$ cat config.mk
export PLATFORM = sky130hd
export DESIGN_NAME = note_dropper
export DESIGN_NICKNAME = d
export VERILOG_FILES = /design/src/rtl/note_dropper.sv
export SDC_FILE = /design/constraint.sdc
export NUM_CORES = 1
export LEC_CHECK = 0
export CORE_ASPECT_RATIO = 1.75
export CORE_UTILIZATION = 45
export CTS_BUF_LIST = sky130_fd_sc_hd__clkbuf_4 sky130_fd_sc_hd__clkbuf_8 sky130_fd_sc_hd__clkbuf_16
export DETAILED_ROUTE_END_ITERATION = 8
export PLACE_DENSITY = 0.69
export SYNTH_ARGS = -nofsm -noshare
export SYNTH_HDL_FRONTEND = slang
export SYNTH_SLANG_ARGS = --single-unit
$ cat constraint.sdc
create_clock -name frame_clk -period 8.3 [get_ports frame_clk]
set_input_delay 2.49 -clock frame_clk [delete_from_list [all_inputs] [get_ports frame_clk]]
set_output_delay 2.49 -clock frame_clk [all_outputs]
set_load 0.005 [all_outputs]
$ cat src/rtl/note_dropper.sv
`default_nettype none
// ============================================================================
// Module   : note_dropper
// Purpose  : One falling note per instance: start delay, lane fall, and hit grading.
// Revision : 1.0
// ============================================================================
module note_dropper #(
    parameter logic [7:0] LANE_KEY    = 8'h07,
    parameter logic [7:0] START_KEY   = 8'h2C,
    parameter logic [7:0] RESTART_KEY = 8'h01,
    parameter logic [9:0] X_START     = 10'd160,
    parameter logic [9:0] Y_START     = 10'd100,
    parameter logic [9:0] Y_MAX       = 10'd400,
    parameter logic [9:0] ARROW_H     = 10'd40,
    parameter logic [9:0] HIT_LO      = 10'd340,
    parameter logic [9:0] PERF_LO     = 10'd360,
    parameter logic [9:0] PERF_HI     = 10'd380,
    parameter logic [9:0] SPEED       = 10'd1,
    parameter int         CNT_W       = 16,
    parameter int         START_DELAY = 2060
) (
    input  logic       frame_clk,
    input  logic       Reset,
    input  logic [7:0] keycode,
    input  logic [7:0] keycode_second,
    output logic [9:0] noteX,
    output logic [9:0] noteY,
    output logic       visible,
    output logic       hit,
    output logic       perfect,
    output logic       miss,
    output logic       score_pulse,
    output logic       done
);

    localparam logic [2:0] S_IDLE = 3'd0;
    localparam logic [2:0] S_WAIT = 3'd1;
    localparam logic [2:0] S_FALL = 3'd2;
    localparam logic [2:0] S_HIT  = 3'd3;
    localparam logic [2:0] S_MISS = 3'd4;

    localparam logic [CNT_W-1:0] CNT_LAST = (START_DELAY == 0) ? '0 : CNT_W'(START_DELAY - 1);

    logic [2:0]       state_q, state_d;
    logic [9:0]       y_q, y_d;
    logic [CNT_W-1:0] cnt_q, cnt_d;
    logic             prev_down_q, prev_down_d;
    logic             visible_q, visible_d;
    logic             hit_q, hit_d;
    logic             perfect_q, perfect_d;
    logic             miss_q, miss_d;
    logic             score_pulse_q, score_pulse_d;
    logic             done_q, done_d;

    logic        lane_down;
    logic        press;
    logic        restart;
    logic [10:0] bottom;
    logic [10:0] y_plus;
    logic [10:0] y_plus_bottom;
    logic [9:0]  y_step;
    logic        in_perfect;

    assign lane_down   = (keycode == LANE_KEY) | (keycode_second == LANE_KEY);
    assign press       = lane_down & ~prev_down_q;
    assign restart     = (keycode == RESTART_KEY) | (keycode_second == RESTART_KEY);
    assign prev_down_d = lane_down;

    // 11-bit arithmetic so sprite bottom never wraps near the screen edge.
    assign bottom        = {1'b0, y_q} + {1'b0, ARROW_H};
    assign y_plus        = {1'b0, y_q} + {1'b0, SPEED};
    assign y_plus_bottom = y_plus + {1'b0, ARROW_H};
    assign y_step        = (y_plus_bottom > {1'b0, Y_MAX}) ? (Y_MAX - ARROW_H) : y_plus[9:0];
    assign in_perfect    = (bottom >= {1'b0, PERF_LO}) && (bottom < {1'b0, PERF_HI});

    always_ff @(posedge frame_clk) begin
        if (Reset) begin
            state_q       <= S_IDLE;
            y_q           <= Y_START;
            cnt_q         <= '0;
            prev_down_q   <= 1'b0;
            visible_q     <= 1'b0;
            hit_q         <= 1'b0;
            perfect_q     <= 1'b0;
            miss_q        <= 1'b0;
            score_pulse_q <= 1'b0;
            done_q        <= 1'b0;
        end else begin
            state_q       <= state_d;
            y_q           <= y_d;
            cnt_q         <= cnt_d;
            prev_down_q   <= prev_down_d;
            visible_q     <= visible_d;
            hit_q         <= hit_d;
            perfect_q     <= perfect_d;
            miss_q        <= miss_d;
            score_pulse_q <= score_pulse_d;
            done_q        <= done_d;
        end
    end

    always_comb begin
        state_d = state_q;
        y_d     = y_q;
        cnt_d   = cnt_q;
        case (state_q)
            S_IDLE: begin
                if (keycode == START_KEY) begin
                    state_d = (START_DELAY == 0) ? S_FALL : S_WAIT;
                end
            end
            S_WAIT: begin
                if (restart) begin
                    state_d = S_IDLE;
                end else if (cnt_q == CNT_LAST) begin
                    state_d = S_FALL;
                end else begin
                    cnt_d = cnt_q + 1'b1;
                end
            end
            S_FALL: begin
                // Miss check outranks a press so a late press on the line still misses.
                if (restart) begin
                    state_d = S_IDLE;
                end else if (bottom >= {1'b0, Y_MAX}) begin
                    state_d = S_MISS;
                end else if (press && (bottom >= {1'b0, HIT_LO})) begin
                    state_d = S_HIT;
                end else begin
                    y_d = y_step;
                end
            end
            S_HIT, S_MISS: begin
                if (restart) begin
                    state_d = S_IDLE;
                end
            end
            default: state_d = S_IDLE;
        endcase
        if (state_d == S_IDLE) begin
            y_d   = Y_START;
            cnt_d = '0;
        end
    end

    always_comb begin
        visible_d     = (state_d == S_WAIT) || (state_d == S_FALL);
        done_d        = (state_d == S_HIT) || (state_d == S_MISS);
        hit_d         = (state_d == S_HIT);
        miss_d        = (state_d == S_MISS);
        score_pulse_d = (state_q == S_FALL) && (state_d == S_HIT);
        perfect_d     = (state_d == S_HIT) && ((state_q == S_FALL) ? in_perfect : perfect_q);
    end

    assign noteX       = X_START;
    assign noteY       = y_q;
    assign visible     = visible_q;
    assign hit         = hit_q;
    assign perfect     = perfect_q;
    assign miss        = miss_q;
    assign score_pulse = score_pulse_q;
    assign done        = done_q;

endmodule
`default_nettype wire

==> out/qor.yml <==
layout:
  fin_area_mm2: 0.00305
  fill_cells: 605
  area_growth_pct: 11.8
  layout-drive-gt1-share: 0.0977
  layout.nets: 374
  layout_commonest_cell: "dfxtp_1"
  final_cells: 426
  mostFrequentLayoutCells: "dfxtp_1, clkdlybuf4s50_1, nand2_1, nor2_1"
  num_antenna_cells: 0
synthesis:
  ys.flop_type: "dfxtp_1"
  synth_area_leader_cell: "dfxtp_1"
  async_reset_ff_frac: 0
  synth.avg_cell_area_um2: 8.38
  synth.top_cells.by_area: "dfxtp_1, xnor2_1, nand2_1, nor2_1, ha_1"
  ys_ff_latch: 36
  synth_edf_count: 0
  yosys_warnings: 0
  ys_seq_area_frac: 0.264
  yosysTopAreaCellShare: 0.264
  ys_types: 82
  syn_inst: 326
  synth_area_mm2: 0.00273
clock_tree:
  clock_sinks: 36
  clk_pin_slew_ns: 0.07
  clock-root-buffer: "clkbuf_8"
  htree_levels: 2
  clockBufferDepth: 2
  hold_buffers: 0
  cts_resized: 0
  cts_tree: "yes"
  clk_latency_ns: 0.28
  cts_setup_buffers: 0
  cts_buffers: 5
setup_path:
  cpPeakStageDelay_ns: 0.84
  cpMaxStageDelayCell: "a21oi_2"
  cp_data_arrival_time_ns: 5.27
  cp_max_fo: 28
  cp_common_cell: "nand2_1"
  start_kind: "primary input"
  critPathBufInv: 1
  cp_cell_sequence: "clkdlybuf4s50_1 > nor4b_1 > nand2_1 > nand2_1 > nor2_1 > a221o_1 > a21oi_2 > nand3b_1 > o22ai_1"
  crit_type: "in -> reg"
  required_ns: 8.42
  path_delay_family: "compound AO/OA/AOI/OAI gates"
  worstSetupEndpointType: "register"
die:
  die_h_um: 105
  die_x_um: 60.9
  boundaryPins: 44
  rows: 37
  coreArea_mm2: 0.00588
  start_util: 0.465
  die-area_mm2: 0.00640
detailed_routing:
  routed_wl_mm: 6.09
  wl_per_cell_um: 14.3
  vias: 2380
  vias_per_cell: 5.59
  drc_errors: 0
  dr.pass1.iters: 4
  drt-initial-drc-count: 140
  ant_nets: 0
global_routing:
  grt_max_degree: 29
  grt_pass1_wl_mm: 10.2
  overflow: 0
  antenna_found_initial: 0
  first_global_vias: 2276
  grt_usage: 0.206
outcome:
  status: "completed"
placed_design:
  placed_cells: 419
  globalplace.congestion: 0.861
  portBuffers: 33
  post_dp_cell_area_mm2: 0.00297
  dp_hpwl_mm: 4.66
sta:
  slew_violations: 0
  setup_tns_ns: 0
  slew_headroom: 0.252
  report.final.setup_viol: 0
  worstMarginPinSlew_ns: 1.12
  post-route-min-period_ns: 5.15
  timing.final.crit_share: 0.621
  rsz0062_at_grt: "false"
  clock.fmax_mhz: 194
  hold_viol_final: 0
  clock_skew_ns: 0.00381
power_and_ir_drop:
  power_uw: 306
  p_leak_uw: 0.00103
  ir_worst_vdd_v: 0.0000983
  powerDensity_mw_per_mm2: 100
flow_run:
  max_cap_violations: 0
hold_path:
  hp-class: "reg -> reg"
[cells in the mapped netlist (7+ instances only)]
| cell type | count |
|---|---|
| nand3_1 | 14 |
| nor3_1 | 7 |
| buf_4 | 12 |
| ha_1 | 8 |
| a21oi_1 | 12 |
| nand2_1 | 30 |
| xnor2_1 | 14 |
| dfxtp_1 | 36 |
| xor2_1 | 9 |
| o21ai_0 | 8 |
| nand4_1 | 11 |
| inv_1 | 12 |
| nor2_1 | 30 |
[layout make-up]
cell class                      count  area, um^2  area share
Timing Repair Buffer               33         330       0.108
Inverter                           13        48.8      0.0160
Clock buffer                        6        76.3      0.0250
Tap cell                           78        97.6      0.0320
Clock inverter                      1        5.00     0.00164
Sequential cell                    36         721       0.236
Multi-Input combinational cell    259        1780       0.581
[registers in the layout, indices dropped and copies added (netlist names)]
signal       flops
done             1
score_pulse      1
visible          1
noteY           10
miss             1
prev_down_q      1
hit              1
cnt_q           16
state_q          3
perfect          1
[cells by family (layout without fill, tap and decap cells)]
logic type | count (synthesis) | in the layout | synth area share
xor+xnor | 25 | 25 | 0.0856
fa+ha+maj | 8 | 8 | 0.0366
buf+inv | 39 | 53 | 0.0975
mux | 4 | 4 | 0.0165
simple gates | 151 | 151 | 0.315
compound gates | 61 | 61 | 0.183
other cells | 2 | 10 | 0.00275
flops | 36 | 36 | 0.264
[final timing paths]
check / from / end / slack, ns / cells past startpoint
min: cnt_q[1] / cnt_q[1] / 0.50 / 2
max reg2reg: noteY[4] / noteY[7] / 4.64 / 9
min reg2reg: cnt_q[1] / cnt_q[1] / 0.50 / 2
max: keycode_second[3] / noteY[7] / 3.15 / 9
[power by group]
| group | total, uW | internal [uW] | switching, uW |
|---|---|---|---|
| Clock | 120 | 60.3 | 59.3 |
| Combinational | 13.2 | 8.27 | 4.90 |
| Sequential | 173 | 173 | 0.0632 |
[per-stage QoR]
| stage | setup WS, ns | util | hold slack [ns] |
|---|---|---|---|
| floorplan | 3.96 | - | 0.466 |
| global placement | 2.92 | 0.506 | 0.482 |
| detailed placement | 2.89 | 0.506 | 0.493 |
| CTS | 3.18 | 0.519 | 0.503 |
| global route | 2.85 | 0.519 | 0.541 |
| finish | 3.15 | 0.519 | 0.502 |
[worst min-delay path: cells and delay by family (launching register included)]
| family | cells | cell delay, ns |
|---|---|---|
| and+or+nand+nor | 1 | 0.06 |
| DFF | 1 | 0.34 |
| AOI/OAI and AO/OA | 1 | 0.06 |
[layer usage]
| layer | global-route usage | part of all wire | vias up |
|---|---|---|---|
| met3 | 0.0223 | 0.023 | 13 |
| li1 | - | - | 1205 |
| met4 | 0.0974 | 0.026 | 0 |
| met5 | 0 | 0 | - |
| met2 | 0.374 | 0.56 | 54 |
| met1 | 0.225 | 0.39 | 1108 |
Power figures use the tool's default switching activity.
